===== config.mk =====
export PLATFORM = sky130hd
export DESIGN_NAME = icache_miss_handler_flat
export DESIGN_NICKNAME = d
export VERILOG_FILES = /design/src/rtl/icache_miss_handler_if.sv /design/src/rtl/icache_miss_handler.sv /design/src/flat_wrapper.sv
export SDC_FILE = /design/constraint.sdc
export NUM_CORES = 2
export LEC_CHECK = 0
export CORE_AREA = 3 3 380 382
export CTS_BUF_LIST = sky130_fd_sc_hd__clkbuf_16
export CTS_CLUSTER_DIAMETER = 60
export DETAILED_ROUTE_END_ITERATION = 10
export DIE_AREA = 0 0 383 385
export HOLD_SLACK_MARGIN = 0.15
export PLACE_DENSITY = 0.62
export SLEW_MARGIN = 20
export SYNTH_ARGS = -nofsm -noshare
export SYNTH_HDL_FRONTEND = slang
export SYNTH_SLANG_ARGS = --single-unit

===== constraint.sdc =====
create_clock -name clock_i -period 19.29 [get_ports clock_i]
set_input_delay 3.858 -clock clock_i [delete_from_list [all_inputs] [get_ports clock_i]]
set_output_delay 3.858 -clock clock_i [all_outputs]
set_load 0.02 [all_outputs]

===== src/rtl/icache_miss_handler_if.sv =====
// icache_miss_handler_if
//   Groups the L1I miss request, next-level memory read and refill signals
//   of the instruction cache miss handler.
//   slave  : the miss handler's view (miss/memory inputs, request/refill outputs)
//   master : the surrounding L1I/memory view (the reverse directions)
interface icache_miss_handler_if #(
    parameter int fetchingAddressWidth    = 64,
    parameter int cacheLineWith           = 512,
    parameter int memBeatWidth            = 64,
    parameter int PidSize                 = 20,
    parameter int TidSize                 = 16,
    parameter int instructionCounterWidth = 64
);
    // L1I miss request
    logic                               cacheMiss_i;
    logic [fetchingAddressWidth-1:0]    missedAddress_i;
    logic [instructionCounterWidth-1:0] missedInstMajorId_i;
    logic [PidSize-1:0]                 missedPid_i;
    logic [TidSize-1:0]                 missedTid_i;
    // next-level read
    logic                               memReadReq_o;
    logic [fetchingAddressWidth-1:0]    memReadAddress_o;
    logic                               memReadAck_i;
    logic                               memDataValid_i;
    logic [memBeatWidth-1:0]            memData_i;
    // refill to L1I
    logic                               cacheUpdate_o;
    logic [fetchingAddressWidth-1:0]    cacheUpdateAddress_o;
    logic [PidSize-1:0]                 cacheUpdatePid_o;
    logic [TidSize-1:0]                 cacheUpdateTid_o;
    logic [instructionCounterWidth-1:0] missedInstMajorId_o;
    logic [cacheLineWith-1:0]           cacheUpdateLine_o;
    // status
    logic                               busy_o;
    logic                               missOverflow_o;

    modport slave (
        input  cacheMiss_i, missedAddress_i, missedInstMajorId_i, missedPid_i, missedTid_i,
               memReadAck_i, memDataValid_i, memData_i,
        output memReadReq_o, memReadAddress_o, cacheUpdate_o, cacheUpdateAddress_o,
               cacheUpdatePid_o, cacheUpdateTid_o, missedInstMajorId_o, cacheUpdateLine_o,
               busy_o, missOverflow_o
    );

    modport master (
        output cacheMiss_i, missedAddress_i, missedInstMajorId_i, missedPid_i, missedTid_i,
               memReadAck_i, memDataValid_i, memData_i,
        input  memReadReq_o, memReadAddress_o, cacheUpdate_o, cacheUpdateAddress_o,
               cacheUpdatePid_o, cacheUpdateTid_o, missedInstMajorId_o, cacheUpdateLine_o,
               busy_o, missOverflow_o
    );
endinterface


===== src/rtl/icache_miss_handler.sv =====
// icache_miss_handler
//   Queues up to two L1I misses (line address, major ID, Pid, Tid), fetches
//   each line from the next level as cacheLineWith/memBeatWidth beats and
//   returns it to the L1I with a one-cycle cacheUpdate_o strobe.
//   Ports:
//     clock_i : clock, rising edge
//     reset_i : synchronous active-low reset
//     bus     : icache_miss_handler_if.slave (miss request, memory read,
//               refill, busy and overflow signals)
module icache_miss_handler #(
    parameter int fetchingAddressWidth    = 64,
    parameter int cacheLineWith           = 512,
    parameter int offsetWidth             = 6,
    parameter int memBeatWidth            = 64,
    parameter int PidSize                 = 20,
    parameter int TidSize                 = 16,
    parameter int instructionCounterWidth = 64
) (
    input  logic                  clock_i,
    input  logic                  reset_i,
    icache_miss_handler_if.slave  bus
);
    localparam int beatCount = cacheLineWith / memBeatWidth;
    localparam int beatCntW  = (beatCount > 1) ? $clog2(beatCount) : 1;
    localparam logic [beatCntW-1:0] lastBeat = beatCntW'(beatCount - 1);
    localparam logic [fetchingAddressWidth-1:0] lineMask =
        {{(fetchingAddressWidth-offsetWidth){1'b1}}, {offsetWidth{1'b0}}};

    typedef enum logic [1:0] {IDLE, REQ, BEAT, UPDATE} stateE;
    stateE state, nextState;

    // miss queue: two entries, per-entry valid bits, 1-bit wrapping pointers
    logic [1:0]                         qValid;
    logic                               rdPtr, wrPtr;
    logic [fetchingAddressWidth-1:0]    qAddr  [2];
    logic [instructionCounterWidth-1:0] qMajId [2];
    logic [PidSize-1:0]                 qPid   [2];
    logic [TidSize-1:0]                 qTid   [2];

    logic [fetchingAddressWidth-1:0] missLine;
    logic dup, full, empty, pop, push, drop;

    // line buffer: beat 0 lands in the most significant slot
    logic [beatCount-1:0][memBeatWidth-1:0] lineBuf;
    logic [beatCntW-1:0] beatCnt;
    logic beatWr, reqNext, updNext;

    logic                               memReadReqQ, cacheUpdateQ, missOverflowQ;
    logic [fetchingAddressWidth-1:0]    memReadAddressQ, updAddrQ;
    logic [PidSize-1:0]                 updPidQ;
    logic [TidSize-1:0]                 updTidQ;
    logic [instructionCounterWidth-1:0] updMajIdQ;

    assign missLine = bus.missedAddress_i & lineMask;
    assign full     = &qValid;
    assign empty    = ~|qValid;
    // head leaves the queue only once its refill strobe has been issued
    assign pop      = (state == UPDATE);

    always_comb begin
        dup = 1'b0;
        for (int i = 0; i < 2; i++)
            if (qValid[i] && qAddr[i] == missLine && qPid[i] == bus.missedPid_i)
                dup = 1'b1;
    end

    // a full queue still takes a miss when the head pops on the same edge
    assign push = bus.cacheMiss_i && !dup && (!full || pop);
    assign drop = bus.cacheMiss_i && !dup && full && !pop;

    always_ff @(posedge clock_i) begin
        if (!reset_i) begin
            qValid <= 2'b00;
            rdPtr  <= 1'b0;
            wrPtr  <= 1'b0;
        end else begin
            if (pop) begin
                qValid[rdPtr] <= 1'b0;
                rdPtr         <= ~rdPtr;
            end
            // ordered after pop: when full, wrPtr == rdPtr and the new entry wins
            if (push) begin
                qValid[wrPtr] <= 1'b1;
                wrPtr         <= ~wrPtr;
            end
        end
    end

    always_ff @(posedge clock_i) begin
        if (push) begin
            qAddr[wrPtr]  <= missLine;
            qMajId[wrPtr] <= bus.missedInstMajorId_i;
            qPid[wrPtr]   <= bus.missedPid_i;
            qTid[wrPtr]   <= bus.missedTid_i;
        end
    end

    // FSM state register
    always_ff @(posedge clock_i) begin
        if (!reset_i) state <= IDLE;
        else          state <= nextState;
    end

    // FSM next state
    always_comb begin
        nextState = state;
        case (state)
            IDLE:    if (!empty) nextState = REQ;
            REQ:     if (bus.memReadAck_i) nextState = BEAT;
            BEAT:    if (bus.memDataValid_i && beatCnt == lastBeat) nextState = UPDATE;
            UPDATE:  nextState = IDLE;
            default: nextState = IDLE;
        endcase
    end

    // FSM outputs, decoded from the next state so the registered copies
    // line up with the state they belong to
    always_comb begin
        reqNext = (nextState == REQ);
        updNext = (nextState == UPDATE);
        beatWr  = (state == BEAT) && bus.memDataValid_i;
    end

    always_ff @(posedge clock_i) begin
        if (!reset_i) begin
            memReadReqQ     <= 1'b0;
            memReadAddressQ <= '0;
            cacheUpdateQ    <= 1'b0;
            missOverflowQ   <= 1'b0;
            updAddrQ        <= '0;
            updPidQ         <= '0;
            updTidQ         <= '0;
            updMajIdQ       <= '0;
            lineBuf         <= '0;
            beatCnt         <= '0;
        end else begin
            memReadReqQ     <= reqNext;
            memReadAddressQ <= reqNext ? qAddr[rdPtr] : '0;
            cacheUpdateQ    <= updNext;
            missOverflowQ   <= drop;
            if (updNext) begin
                updAddrQ  <= qAddr[rdPtr];
                updPidQ   <= qPid[rdPtr];
                updTidQ   <= qTid[rdPtr];
                updMajIdQ <= qMajId[rdPtr];
            end
            if (state == REQ && bus.memReadAck_i) beatCnt <= '0;
            else if (beatWr)                      beatCnt <= beatCnt + 1'b1;
            if (beatWr) lineBuf[lastBeat - beatCnt] <= bus.memData_i;
        end
    end

    assign bus.memReadReq_o         = memReadReqQ;
    assign bus.memReadAddress_o     = memReadAddressQ;
    assign bus.cacheUpdate_o        = cacheUpdateQ;
    assign bus.cacheUpdateAddress_o = updAddrQ;
    assign bus.cacheUpdatePid_o     = updPidQ;
    assign bus.cacheUpdateTid_o     = updTidQ;
    assign bus.missedInstMajorId_o  = updMajIdQ;
    assign bus.cacheUpdateLine_o    = lineBuf;
    assign bus.missOverflow_o       = missOverflowQ;
    assign bus.busy_o               = (state != IDLE) || !empty;
endmodule

===== src/flat_wrapper.sv =====
// flat-port wrapper written by rule: the top's interface ports become plain ports
module icache_miss_handler_flat 
#(
    parameter int fetchingAddressWidth    = 64,
    parameter int cacheLineWith           = 512,
    parameter int offsetWidth             = 6,
    parameter int memBeatWidth            = 64,
    parameter int PidSize                 = 20,
    parameter int TidSize                 = 16,
    parameter int instructionCounterWidth = 64
)
  (clock_i, reset_i, bus_cacheMiss_i, bus_missedAddress_i, bus_missedInstMajorId_i, bus_missedPid_i, bus_missedTid_i, bus_memReadAck_i, bus_memDataValid_i, bus_memData_i, bus_memReadReq_o, bus_memReadAddress_o, bus_cacheUpdate_o, bus_cacheUpdateAddress_o, bus_cacheUpdatePid_o, bus_cacheUpdateTid_o, bus_missedInstMajorId_o, bus_cacheUpdateLine_o, bus_busy_o, bus_missOverflow_o);
  icache_miss_handler_if #(.fetchingAddressWidth(fetchingAddressWidth), .cacheLineWith(cacheLineWith), .memBeatWidth(memBeatWidth), .PidSize(PidSize), .TidSize(TidSize), .instructionCounterWidth(instructionCounterWidth)) bus_i ();
  input  logic clock_i;
  input  logic reset_i;
  input wire logic [$bits(bus_i.cacheMiss_i)-1:0] bus_cacheMiss_i;
  input wire logic [$bits(bus_i.missedAddress_i)-1:0] bus_missedAddress_i;
  input wire logic [$bits(bus_i.missedInstMajorId_i)-1:0] bus_missedInstMajorId_i;
  input wire logic [$bits(bus_i.missedPid_i)-1:0] bus_missedPid_i;
  input wire logic [$bits(bus_i.missedTid_i)-1:0] bus_missedTid_i;
  input wire logic [$bits(bus_i.memReadAck_i)-1:0] bus_memReadAck_i;
  input wire logic [$bits(bus_i.memDataValid_i)-1:0] bus_memDataValid_i;
  input wire logic [$bits(bus_i.memData_i)-1:0] bus_memData_i;
  output wire logic [$bits(bus_i.memReadReq_o)-1:0] bus_memReadReq_o;
  output wire logic [$bits(bus_i.memReadAddress_o)-1:0] bus_memReadAddress_o;
  output wire logic [$bits(bus_i.cacheUpdate_o)-1:0] bus_cacheUpdate_o;
  output wire logic [$bits(bus_i.cacheUpdateAddress_o)-1:0] bus_cacheUpdateAddress_o;
  output wire logic [$bits(bus_i.cacheUpdatePid_o)-1:0] bus_cacheUpdatePid_o;
  output wire logic [$bits(bus_i.cacheUpdateTid_o)-1:0] bus_cacheUpdateTid_o;
  output wire logic [$bits(bus_i.missedInstMajorId_o)-1:0] bus_missedInstMajorId_o;
  output wire logic [$bits(bus_i.cacheUpdateLine_o)-1:0] bus_cacheUpdateLine_o;
  output wire logic [$bits(bus_i.busy_o)-1:0] bus_busy_o;
  output wire logic [$bits(bus_i.missOverflow_o)-1:0] bus_missOverflow_o;
  assign bus_i.cacheMiss_i = bus_cacheMiss_i;
  assign bus_i.missedAddress_i = bus_missedAddress_i;
  assign bus_i.missedInstMajorId_i = bus_missedInstMajorId_i;
  assign bus_i.missedPid_i = bus_missedPid_i;
  assign bus_i.missedTid_i = bus_missedTid_i;
  assign bus_i.memReadAck_i = bus_memReadAck_i;
  assign bus_i.memDataValid_i = bus_memDataValid_i;
  assign bus_i.memData_i = bus_memData_i;
  assign bus_memReadReq_o = bus_i.memReadReq_o;
  assign bus_memReadAddress_o = bus_i.memReadAddress_o;
  assign bus_cacheUpdate_o = bus_i.cacheUpdate_o;
  assign bus_cacheUpdateAddress_o = bus_i.cacheUpdateAddress_o;
  assign bus_cacheUpdatePid_o = bus_i.cacheUpdatePid_o;
  assign bus_cacheUpdateTid_o = bus_i.cacheUpdateTid_o;
  assign bus_missedInstMajorId_o = bus_i.missedInstMajorId_o;
  assign bus_cacheUpdateLine_o = bus_i.cacheUpdateLine_o;
  assign bus_busy_o = bus_i.busy_o;
  assign bus_missOverflow_o = bus_i.missOverflow_o;
  icache_miss_handler #(.fetchingAddressWidth(fetchingAddressWidth), .cacheLineWith(cacheLineWith), .offsetWidth(offsetWidth), .memBeatWidth(memBeatWidth), .PidSize(PidSize), .TidSize(TidSize), .instructionCounterWidth(instructionCounterWidth)) u_core (.clock_i(clock_i), .reset_i(reset_i), .bus(bus_i));
endmodule

==> impl_metrics.env <==
export IMPL_design_die_area_um2=147000
export IMPL_final_max_slew_violation_count=0
export IMPL_rows=138
export IMPL_synth_top_area_frac=0.374
export IMPL_cts_sinks=1057
export IMPL_ys_seq_area_frac=0.613
export IMPL_finalSetupViolations=0
export IMPL_vias=30100
export IMPL_cp_max_fo=45
export IMPL_grt_max_degree=226
export IMPL_cp_arrival_ps=8080
export IMPL_clockBufferDepth=3
export IMPL_synth_edff_count=316
export IMPL_crit_type="input pin to flip-flop"
export IMPL_synth_simple_area_share=0.133
export IMPL_max_freq_mhz=129
export IMPL_drive_gt1_frac=0.0490
export IMPL_finish_instance_area_um2=54300
export IMPL_outcome="complete, no violations"
export IMPL_slowest_stage="buf_4"
export IMPL_peakVddDrop_uv=79.4
export IMPL_cts_setup_buffers=0
export IMPL_dp_hpwl_um=99400
export IMPL_htreeDepth=3
export IMPL_synth_mux_area_frac=0.0401
export IMPL_synth_ff_type="dfxtp_1"
export IMPL_grt_pass1_vias=29100
export IMPL_start_util=0.281
export IMPL_cts_resized=0
export IMPL_layout_common_cells="nand2_1 (1195), clkdlybuf4s50_1 (957), dfxtp_1 (739)"
export IMPL_crit_chain="clkdlybuf4s50_1 > xor2_1 > nor4_1 > and4_2 > nand4_1 > o32ai_2 > or2_1 > nor2_4 > buf_4 > buf_4 > buf_4"
export IMPL_initialDrtViolationCount=1827
export IMPL_routedWlPerCell_um=22.0
export IMPL_yosysTopAreaCell="dfxtp_1"
export IMPL_ant_nets=0
export IMPL_worst_slew_pin_slew_ps=1140
export IMPL_pwr_density_cell_nw_per_um2=89.6
export IMPL_yosys_warnings=0
export IMPL_finalCritPeriodShare=0.400
export IMPL_die_w_um=383
export IMPL_first_pass_iters=6
export IMPL_fillers=13800
export IMPL_clk_pin_slew_worst_paths_ps=60
export IMPL_rr_worst_depth=10
export IMPL_antenna_found_initial=22
export IMPL_reg2reg_slack_ps=14830
export IMPL_io_pins=977
export IMPL_yosysUniqueCellTypes=51
export IMPL_async_flop_share=0
export IMPL_syn_area_per_cell_um2=10.6
export IMPL_globalplace_congestion=0.856
export IMPL_hold_path_class="flip-flop to flip-flop"
export IMPL_required_ps=19650
export IMPL_max_stage_delay_ps=630
export IMPL_synthesis_area_um2=39700
export IMPL_grt_use_total=0.187
export IMPL_startpoint_type="input pin"
export IMPL_synth_compound_area_frac=0.144
export IMPL_syn_to_final_growth_pct=36.8
export IMPL_die_height_um=385
export IMPL_synthXorXnorAreaFrac=0.0287
export IMPL_maxSlewHeadroom=0.242
export IMPL_grt_pass1_wl_um=204000
export IMPL_cts_root_buf="clkbuf_16"
export IMPL_synth_area_top_cells="dfxtp_1 (37%), edfxtp_1 (24%), nand2_1 (11%), a21boi_0 (8.9%), mux2i_1 (4.0%)"
export IMPL_power_leakage_nw=19.5
export IMPL_final_common_cell="nand2_1"
export IMPL_final_nets=4787
export IMPL_timing_rr_start="u_core.qAddr[1][12]"
export IMPL_crit_top_cell="buf_4"
export IMPL_min_period_ps=7720
export IMPL_syn_inst=3751
export IMPL_cts_hold_buf=0
export IMPL_critPathLaunch="bus_missedAddress_i[18]"
export IMPL_cts_tree="yes"
export IMPL_wl_um=144000
export IMPL_clock_skew_final_ps=63.7
export IMPL_synth_top_family_by_area="compound AO/OA/AOI/OAI gates"
export IMPL_clk_latency_ps=740
export IMPL_vias_per_cell=4.59
export IMPL_grt_overflow_total=0
export IMPL_synthAdderAreaFrac=0.000630
export IMPL_finalHoldViolCount=0
export IMPL_port_buffers=958
export IMPL_rsz0062_at_grt="false"
export IMPL_final_setup_tns_ps=0
export IMPL_synth_seq_cells=1057
export IMPL_place_ws_ps=10190
export IMPL_finalWorstSetupSlack_ps=11570
export IMPL_drc_errors=0
export IMPL_max_cap_violations=0
export IMPL_dpl_instance_area_um2=50600
export IMPL_crit_path_end="u_core.qMajId[0][6]"
export IMPL_r2r_end="u_core.qMajId[0][6]"
export IMPL_core_area_um2=141000
export IMPL_critPathCaptureType="flip-flop"
export IMPL_cts_buffers=117
through the flow:
step | hold WS (ps) | total power [W] | utilization | std cells
2_1_floorplan | 467 | 0.00261 | - | 3762
3_3_place_gp | 441 | 0.00278 | 0.358 | 6322
3_5_place_dp | 445 | 0.00278 | 0.358 | 6322
4_1_cts | 453 | 0.00493 | 0.384 | 6545
5_1_grt | 473 | 0.00504 | 0.384 | 6549
6_report | 451 | 0.00486 | 0.384 | 6553
critical path: cells and delay by family:
kind	cells	cell delay, ps
buffers and inverters	4	2340
and+or+nand+nor	5	1230
AOI/OAI and AO/OA	1	120
xor gates and xnor gates	1	360
per-layer routing:
layer	track usage	part of all wire
met1	0.217	0.39
met4	0.0611	0.030
met2	0.313	0.47
met5	0	0.00080
met3	0.0728	0.10
logic make-up (layout without fill, tap and decap cells):
logic type,after synthesis,in the layout
AO/OA/AOI/OAI,707,707
buffers and inverters,350,1244
AND/OR/NAND/NOR,1345,1345
XOR/XNOR,130,130
multiplexers,159,159
other,1,19
flip-flops,1057,1057
adder cells (fa/ha/maj),2,2
synthesized netlist by cell type (all sizes together) (5+ instances only):
library cell	instances
buf	192
nor3	5
o211a	159
nand4	31
nor4	12
mux2i	159
inv	27
dfxtp	741
xnor2	115
o2bb2ai	6
a21boi	514
nor2	64
o22ai	8
edfxtp	316
nand3	9
xor2	15
clkbuf	131
a21oi	6
nand2	1197
sequential cells by signal, summed over array words and instances, names as in the netlist, 3 cells and up, named ones only:
register,flops
u_core.qPid,40
u_core.bus.memReadAddress_o,58
u_core.qAddr,116
u_core.qTid,32
u_core.bus.missedInstMajorId_o,64
u_core.bus.cacheUpdatePid_o,20
u_core.beatCnt,3
u_core.bus.cacheUpdateAddress_o,58
u_core.bus.cacheUpdateLine_o,512
u_core.bus.cacheUpdateTid_o,16
u_core.qMajId,128
layout make-up:
type | instances | area (µm²) | share of cell area
Timing Repair Buffer | 994 | 9900 | 0.182
Multi-Input combinational cell | 2355 | 13900 | 0.256
Sequential cell | 1057 | 24300 | 0.448
Clock inverter | 102 | 692 | 0.0127
Inverter | 27 | 101 | 0.00187
Antenna cell | 7 | 17.5 | 0.000323
Clock buffer | 121 | 3030 | 0.0557
Tap cell | 1890 | 2360 | 0.0435
worst min-delay path by stage:
stage / end / cells after the start / slack [ps] / from
global route: u_core.bus.cacheUpdateLine_o[400] / 2 / 470 / u_core.bus.cacheUpdateLine_o[400]
global placement: u_core.bus.cacheUpdateLine_o[413] / 2 / 440 / u_core.bus.cacheUpdateLine_o[413]
CTS: u_core.bus.cacheUpdateLine_o[400] / 2 / 450 / u_core.bus.cacheUpdateLine_o[400]
detailed placement: u_core.bus.cacheUpdateLine_o[400] / 2 / 450 / u_core.bus.cacheUpdateLine_o[400]
floorplan: u_core.qValid[1] / 2 / 470 / u_core.qValid[1]
finish: u_core.bus.cacheUpdateLine_o[419] / 2 / 450 / u_core.bus.cacheUpdateLine_o[419]
power breakdown:
group	leakage [nW]	total (W)	switching, W	internal (W)
Combinational	8.58	0.000341	0.000207	0.000135
Sequential	8.94	0.00238	0.0000263	0.00236
Clock	1.97	0.00214	0.000953	0.00119
Power figures use the tool's default switching activity.
